### src/rtl/pipe_stage_elastic.sv
// Elastic valid/ready pipeline register for the control/datapath bundle.
// SKID=1 gives a two-entry stage with registered in_ready; SKID=0 a single entry.
module pipe_stage_elastic #(
    parameter int CTRL_W = 6,
    parameter int DATA_W = 133,
    parameter int SKID   = 1
) (
    input  logic              clk,
    input  logic              rst,
    input  logic              flush,
    input  logic              in_valid,
    output logic              in_ready,
    input  logic [CTRL_W-1:0] in_ctrl,
    input  logic [DATA_W-1:0] in_data,
    output logic              out_valid,
    input  logic              out_ready,
    output logic [CTRL_W-1:0] out_ctrl,
    output logic [DATA_W-1:0] out_data,
    output logic [1:0]        occupancy
);

    localparam bit LP_SKID = (SKID != 0);

    logic              r_main_v;
    logic [CTRL_W-1:0] r_main_ctrl;
    logic [DATA_W-1:0] r_main_data;
    logic              r_skid_v;
    logic [CTRL_W-1:0] r_skid_ctrl;
    logic [DATA_W-1:0] r_skid_data;
    logic [1:0]        r_occ;
    logic              r_in_ready;

    logic              w_in_ready;
    logic              w_in_xfer;
    logic              w_out_xfer;
    logic              w_main_free;

    logic              w_main_v_nxt;
    logic [CTRL_W-1:0] w_main_ctrl_nxt;
    logic [DATA_W-1:0] w_main_data_nxt;
    logic              w_skid_v_nxt;
    logic [CTRL_W-1:0] w_skid_ctrl_nxt;
    logic [DATA_W-1:0] w_skid_data_nxt;
    logic [1:0]        w_occ_nxt;
    logic              w_in_ready_nxt;

    // Single-entry mode passes backpressure straight through.
    assign w_in_ready  = LP_SKID ? r_in_ready : (out_ready | ~r_main_v);
    assign w_in_xfer   = in_valid & w_in_ready;
    assign w_out_xfer  = r_main_v & out_ready;
    assign w_main_free = ~r_main_v | out_ready;

    always_comb begin
        w_main_v_nxt    = r_main_v;
        w_main_ctrl_nxt = r_main_ctrl;
        w_main_data_nxt = r_main_data;
        w_skid_v_nxt    = r_skid_v;
        w_skid_ctrl_nxt = r_skid_ctrl;
        w_skid_data_nxt = r_skid_data;
        w_occ_nxt       = r_occ;
        w_in_ready_nxt  = r_in_ready;
        if (flush) begin
            w_main_v_nxt    = 1'b0;
            w_main_ctrl_nxt = '0;
            w_skid_v_nxt    = 1'b0;
            w_skid_ctrl_nxt = '0;
            w_occ_nxt       = 2'd0;
            w_in_ready_nxt  = 1'b1;
        end else begin
            if (w_main_free) begin
                if (r_skid_v) begin
                    w_main_v_nxt    = 1'b1;
                    w_main_ctrl_nxt = r_skid_ctrl;
                    w_main_data_nxt = r_skid_data;
                    if (w_in_xfer) begin
                        w_skid_v_nxt    = 1'b1;
                        w_skid_ctrl_nxt = in_ctrl;
                        w_skid_data_nxt = in_data;
                    end else begin
                        w_skid_v_nxt    = 1'b0;
                        w_skid_ctrl_nxt = '0;
                    end
                end else if (w_in_xfer) begin
                    w_main_v_nxt    = 1'b1;
                    w_main_ctrl_nxt = in_ctrl;
                    w_main_data_nxt = in_data;
                end else begin
                    w_main_v_nxt    = 1'b0;
                    w_main_ctrl_nxt = '0;
                end
            end else if (w_in_xfer && LP_SKID) begin
                // Main is stalled: park the newcomer behind it.
                w_skid_v_nxt    = 1'b1;
                w_skid_ctrl_nxt = in_ctrl;
                w_skid_data_nxt = in_data;
            end
            w_occ_nxt      = r_occ + 2'(w_in_xfer) - 2'(w_out_xfer);
            w_in_ready_nxt = ~w_occ_nxt[1];
        end
    end

    always_ff @(posedge clk or negedge rst) begin
        if (!rst) begin
            r_main_v    <= 1'b0;
            r_main_ctrl <= '0;
            r_main_data <= '0;
            r_skid_v    <= 1'b0;
            r_skid_ctrl <= '0;
            r_skid_data <= '0;
            r_occ       <= 2'd0;
            r_in_ready  <= 1'b1;
        end else begin
            r_main_v    <= w_main_v_nxt;
            r_main_ctrl <= w_main_ctrl_nxt;
            r_main_data <= w_main_data_nxt;
            r_skid_v    <= w_skid_v_nxt;
            r_skid_ctrl <= w_skid_ctrl_nxt;
            r_skid_data <= w_skid_data_nxt;
            r_occ       <= w_occ_nxt;
            r_in_ready  <= w_in_ready_nxt;
        end
    end

    assign in_ready  = w_in_ready;
    assign out_valid = r_main_v;
    assign out_ctrl  = r_main_ctrl;
    assign out_data  = r_main_data;
    assign occupancy = r_occ;

endmodule

### config.mk
export PLATFORM = sky130hd
export DESIGN_NAME = pipe_stage_elastic
export DESIGN_NICKNAME = d
export VERILOG_FILES = /design/src/rtl/pipe_stage_elastic.sv
export SDC_FILE = /design/constraint.sdc
export NUM_CORES = 1
export LEC_CHECK = 0
export ABC_CLOCK_PERIOD_IN_PS = 5000
export CAP_MARGIN = 0
export CORE_MARGIN = 2
export CORE_UTILIZATION = 54
export DETAILED_ROUTE_END_ITERATION = 12
export GPL_TIMING_DRIVEN = 1
export PLACE_DENSITY = 0.95
export SLEW_MARGIN = 40
export SYNTH_ARGS = -nofsm -noshare
export SYNTH_HDL_FRONTEND = slang
export SYNTH_SLANG_ARGS = --single-unit
### constraint.sdc
create_clock -name clk -period 5 [get_ports clk]
set_input_delay 0.5 -clock clk [delete_from_list [all_inputs] [get_ports clk]]
set_output_delay 0.5 -clock clk [all_outputs]
set_load 0.1 [all_outputs]
# [Word-level counts from Yosys, hierarchy flattened]
# Index checks and enable logic that the tools add are counted.
# Widths: inputs -> output; s select.
[classes] reduce_logical=6 n_bitwise=6 n_addsub=2 eq_ne=2 muxes=23
[op_table] cell="$mux 133" count=5
[op_table] cell="$mux 6" count=8
[op_table] cell="$mux 1" count=9
[op_table] cell="$reduce_and 2->1" count=2
[op_table] cell="$reduce_bool 2->1" count=2
[op_table] cell="$ne 3x3->1 const B" count=1
[op_table] cell="$not 1->1" count=3
[op_table] cell="$reduce_and 3->1" count=1
[op_table] cell="$reduce_bool 3->1" count=1
[op_table] cell="$add 2x1->2" count=1
[op_table] cell="$and 1x1->1" count=2
[op_table] cell="$mux 2" count=1
[op_table] cell="$ne 2x2->1 const B" count=1
[op_table] cell="$sub 2x1->2" count=1
[op_table] cell="$or 1x1->1" count=1
[totals] reg_bits=283 word_cells=47 out_inout_bits=143 in_bits=144

# [Depth between registers and ports, before layout]
[logic_depth] word_depth=5 mapped_depth=8 ltp_nobuf=7

# [Least setup slack after synthesis]
# Ideal clock, no wire load.
[synth_path] path_type="reg-to-reg" start="register r_main_v, in the netlist out_valid" end="register r_skid_data[100]" required_time_ps=4875 setup_ps=125 synth_period_minus_slack_ps=2293 path_slack_ps=2707 path_stages_with_launch=8 n_path_buf=4 arrival_ps=2168 cell_sequence="dfrtp_1 > nor2b_1 > buf_6 > o211a_1 > buf_6 > buf_6 > buf_6 > mux2_4"
[synth_between] elab_chain_len=4 word_cells_on_any_way=5 classes_between="eq/ne (1); mux (1); bitwise (2); reduce/logical (1)"
[synth_lines] item="start, declared" line="24" rtl="logic r_main_v;"
[synth_lines] item="start signal, assigned" line="113" rtl="r_main_v <= w_main_v_nxt;"
[synth_lines] item="$not 1->1 (*)" line="51" rtl="assign w_main_free = ~r_main_v | out_ready;"
[synth_lines] item="$or 1x1->1 (*)" line="51"
[synth_lines] item="$ne 2x2->1 (no source line)"
[synth_lines] item="$reduce_and 2->1 (no source line)"
[synth_lines] item="end signal, assigned" line="118" rtl="r_skid_data <= w_skid_data_nxt;"
[synth_lines] item="end, declared" line="29" rtl="logic [DATA_W-1:0] r_skid_data;"
# Every way passes the cells marked *; elsewhere a longest branch is shown, timed or not.
# A chain may end at the register's enable or synchronous reset.

# [Final worst setup path]
[layout_path] start="register r_main_v, in the netlist out_valid" end="register r_skid_data[68]"
# The elaborated chain is that of the path after synthesis.

==> reports/results.txt <==
The multi-input combinational cells in the finished layout cover a total of 0.00509 sq mm. The total area inside the core boundary comes to 0.0227 sq mm. The critical-path cell with the highest stage delay is sky130_fd_sc_hd__nor2b_1. sky130_fd_sc_hd__mux2_2 is the most common cell in the netlist.

The detailed router put a total of 10800 um of wire on met1. The total of flip-flops plus latches after synthesis came out at 283. At the pin with the least slew margin, the transition time is 0.781 ns.

The share of final-layout standard cells stronger than drive strength 1 works out to 54.9%. The tools report the via count as 7436. TritonCTS built the clock tree.

Class of the tightest hold or removal check: primary input to async pin. The main flop type after synthesis is sky130_fd_sc_hd__dfrtp_1. Count of clock tree sinks: 283. The aggregate global-route resource usage is 21.9%. The area growth from synthesis to layout is 26.7%. The worst register-to-register path begins at out_valid. The cell chosen for the clock root is sky130_fd_sc_hd__clkbuf_16. The count of nets left with antenna violations once routing finished came out at 0. Post-CTS repair changed the size of 0 cells. The final net count is 1208, and the chip height is 156 um.

During placement, the flow inserted port buffers numbering 286. Setup repair after global routing left no endpoint under its margin. Capture point of the worst reg-to-reg path: r_skid_data[68]. Setup violations remaining at the end of the flow were counted as 0.

Data arrival time of the critical path: 2.99 ns. The total negative slack for setup checks was 0 ns; the part of the cycle the worst path needs was 51.7%. The congestion estimate from routability-driven global placement came to 0.798. The startpoint class of the critical path was a flip-flop. From left edge to right edge, the die measures 156 um. The maximum buffer depth of the clock tree is 3, and the mean number of vias per cell is 5.43. After the first detailed-routing iteration, the DRC count stood at 284.

The worst setup path is captured at a flip-flop. In this design, the stage delay of the slowest critical-path cell is 0.65 ns. Along the worst path, the maximum fanout reaches 53. Entering global routing, the biggest net connects 126 pins. For the number of H-tree branching levels, the log shows 1. For the worst-skew pair, the clock arrives at the later sink with an insertion delay of 0.53 ns. The number of maximum-capacitance violations is 0. The I/O pin total came out at 287.

After detailed placement, the design holds a cell count of 1314. The top layer used by detailed routing was met4. After legalization and detailed placement, the total HPWL measured 17800 um. The relative slew slack came out at 47.8%.

Fill cells in the final layout number 1517. The total DRC errors in the routed layout came out at 0. The via count of the first global-routing pass was 8143. The cell area that synthesis handed to floorplanning was 0.0125 sq mm. The count of inserted antenna diode cells came out at 0. Across the whole layout, storage elements account for 0.00709 sq mm. The first detailed-routing pass ran for 5 iterations.

The end point of the critical path was r_skid_data[68]. After detailed routing, the met3 layer carries 2240 um of wire. The site row count came out at 55.

The number of antenna violations at the first check in global routing was 0. The kind of critical path was flip-flop to flip-flop. By count the netlist is led by sky130_fd_sc_hd__mux2_2 (326), sky130_fd_sc_hd__dfrtp_1 (282), sky130_fd_sc_hd__mux2_4 (59).

Yosys attributes the largest share of cell area to sky130_fd_sc_hd__dfrtp_1 (56%), sky130_fd_sc_hd__mux2_2 (29%), sky130_fd_sc_hd__mux2_4 (7.1%). Counting cells, the worst reg-to-reg path comes to 4. The number of buffers inserted during clock tree synthesis is 29, and the share of synthesized registers carrying an async set or reset is 100%. The run gives 0 as the remaining global-route overflow. The minimum period implied by the final worst setup slack is 2.58 ns.

After the flow finishes, the layout carries non-filler instances totaling 1369. Counting flops with a built-in enable in the synthesized netlist gives 0. The net count after synthesis was 931. For the share of synthesized area occupied by flip-flops and latches, the log shows 56.7%.

Tracing the worst setup path back leads to its startpoint at out_valid. The tools report the maximum clock skew at final layout as 0.0101 ns. Detailed routing placed a total of 13600 um of wire on met2.

The tools report the required time of the critical path as 5.41 ns. The count of endpoints failing hold in the final timing report was 0. The Yosys step of the flow raised 0 warnings.

The synthesized instance count is 785, and the average wire length per cell after detail routing is 19.9 um. The run finished with clean final reports. After clock tree synthesis, the clock-pin slew on the worst setup and hold paths is 0.06 ns. Setup slack on the worst reg-to-reg path comes out at 2.42 ns. Yosys mapped the design onto 31 distinct sky130hd cell types. The average instance in the mapped netlist occupies 15.9 sq um. The run gives 42900 um as the global-route wire length before repair. Area of the die: 0.0244 sq mm.

The fraction of synthesized cell area taken by the top area cell type works out to 56.5%. For this configuration, the core starts out at a cell density of 55.0%. The final routed wirelength across all metal layers came out at 27300 um. The critical path goes through nor2b_1 > o211a_4 > buf_12 > mux2_2.

Based on the critical path, the design can be clocked at up to 0.387 GHz. The total count of max-transition violations in the final report is 0. The biggest area contributor in the post-synthesis netlist is sky130_fd_sc_hd__dfrtp_1.
cell families after synthesis:
| family | synth area share [%] |
|---|---|
| flip-flops | 56.7 |
| buffers and inverters | 2.61 |
| AO/OA/AOI/OAI | 1.34 |
| multiplexers | 38.3 |
| AND/OR/NAND/NOR | 0.721 |
| adder cells (fa/ha/maj) | 0.200 |
| XOR/XNOR | 0.140 |
sequential cells by signal (all words and copies together), names as in the netlist:
register     flops
occupancy        2
in_ready         1
out_data       133
out_ctrl         6
r_skid_data    133
r_skid_v         1
out_valid        1
r_skid_ctrl      6
cell type report:
| cell class | count | share of cell area [%] |
|---|---|---|
| Clock inverter | 10 | 0.577 |
| Timing Repair Buffer | 297 | 14.7 |
| Inverter | 3 | 0.0711 |
| Sequential cell | 283 | 44.8 |
| Tap cell | 285 | 2.25 |
| Clock buffer | 43 | 5.49 |
| Multi-Input combinational cell | 448 | 32.2 |
layer usage:
| metal | global-route usage [%] | vias up |
|---|---|---|
| met5 | 0 | - |
| met4 | 5.99 | 0 |
| met3 | 7.31 | 53 |
| met2 | 37.8 | 246 |
| met1 | 26.6 | 3760 |
| li1 | - | 3377 |
worst min-delay path by stage:
stage                      end  slack (ns)  cells after the start
4_1_cts        r_skid_data[22]        0.04                      1
5_1_grt        r_skid_data[15]        0.46                      2
3_3_place_gp      out_data[39]        0.47                      1
6_report       r_skid_data[18]        0.45                      2
2_1_floorplan     occupancy[0]        0.20                      0
3_5_place_dp      out_data[35]        0.47                      1
metrics by stage:
step / hold slack, ns / setup slack, ns / util (%) / area (sq um)
finish: 0.451 / 2.42 / 69.7 / 15800
global placement: 0.469 / 1.96 / 68.4 / 15500
floorplan: 0.204 / 2.71 / - / 12500
CTS: 0.0435 / 2.43 / 69.5 / 15800
detailed placement: 0.470 / 1.92 / 65.3 / 14800
global route: 0.463 / 2.33 / 69.7 / 15800
critical path: cells and delay by family (launching register included):
family / cells / cell delay (ns)
AO/OA/AOI/OAI: 1 / 0.59
buffers and inverters: 1 / 0.39
flip-flops: 1 / 0.39
multiplexers: 1 / 0.39
AND/OR/NAND/NOR: 1 / 0.65
layout by cell type (no fill, tap or decap), drive strengths merged, types with 4 or more instances in the layout:
cell type	instances
buf	154
clkbuf	43
clkdlybuf4s50	142
clkinv	6
dfrtp	282
inv	4
mux2	400
mux2i	6
nand2	6
o2111ai	6
o21ai	6
o2bb2ai	6
repair_timing:
item	CTS	global route
hold buffers	0	1
setup endpoints to repair	0	0
buffers inserted	0	0
hold endpoints to repair	0	40
Power is not shown: default switching activity piles up to over one toggle a cycle in this logic, so the estimate is an artifact.
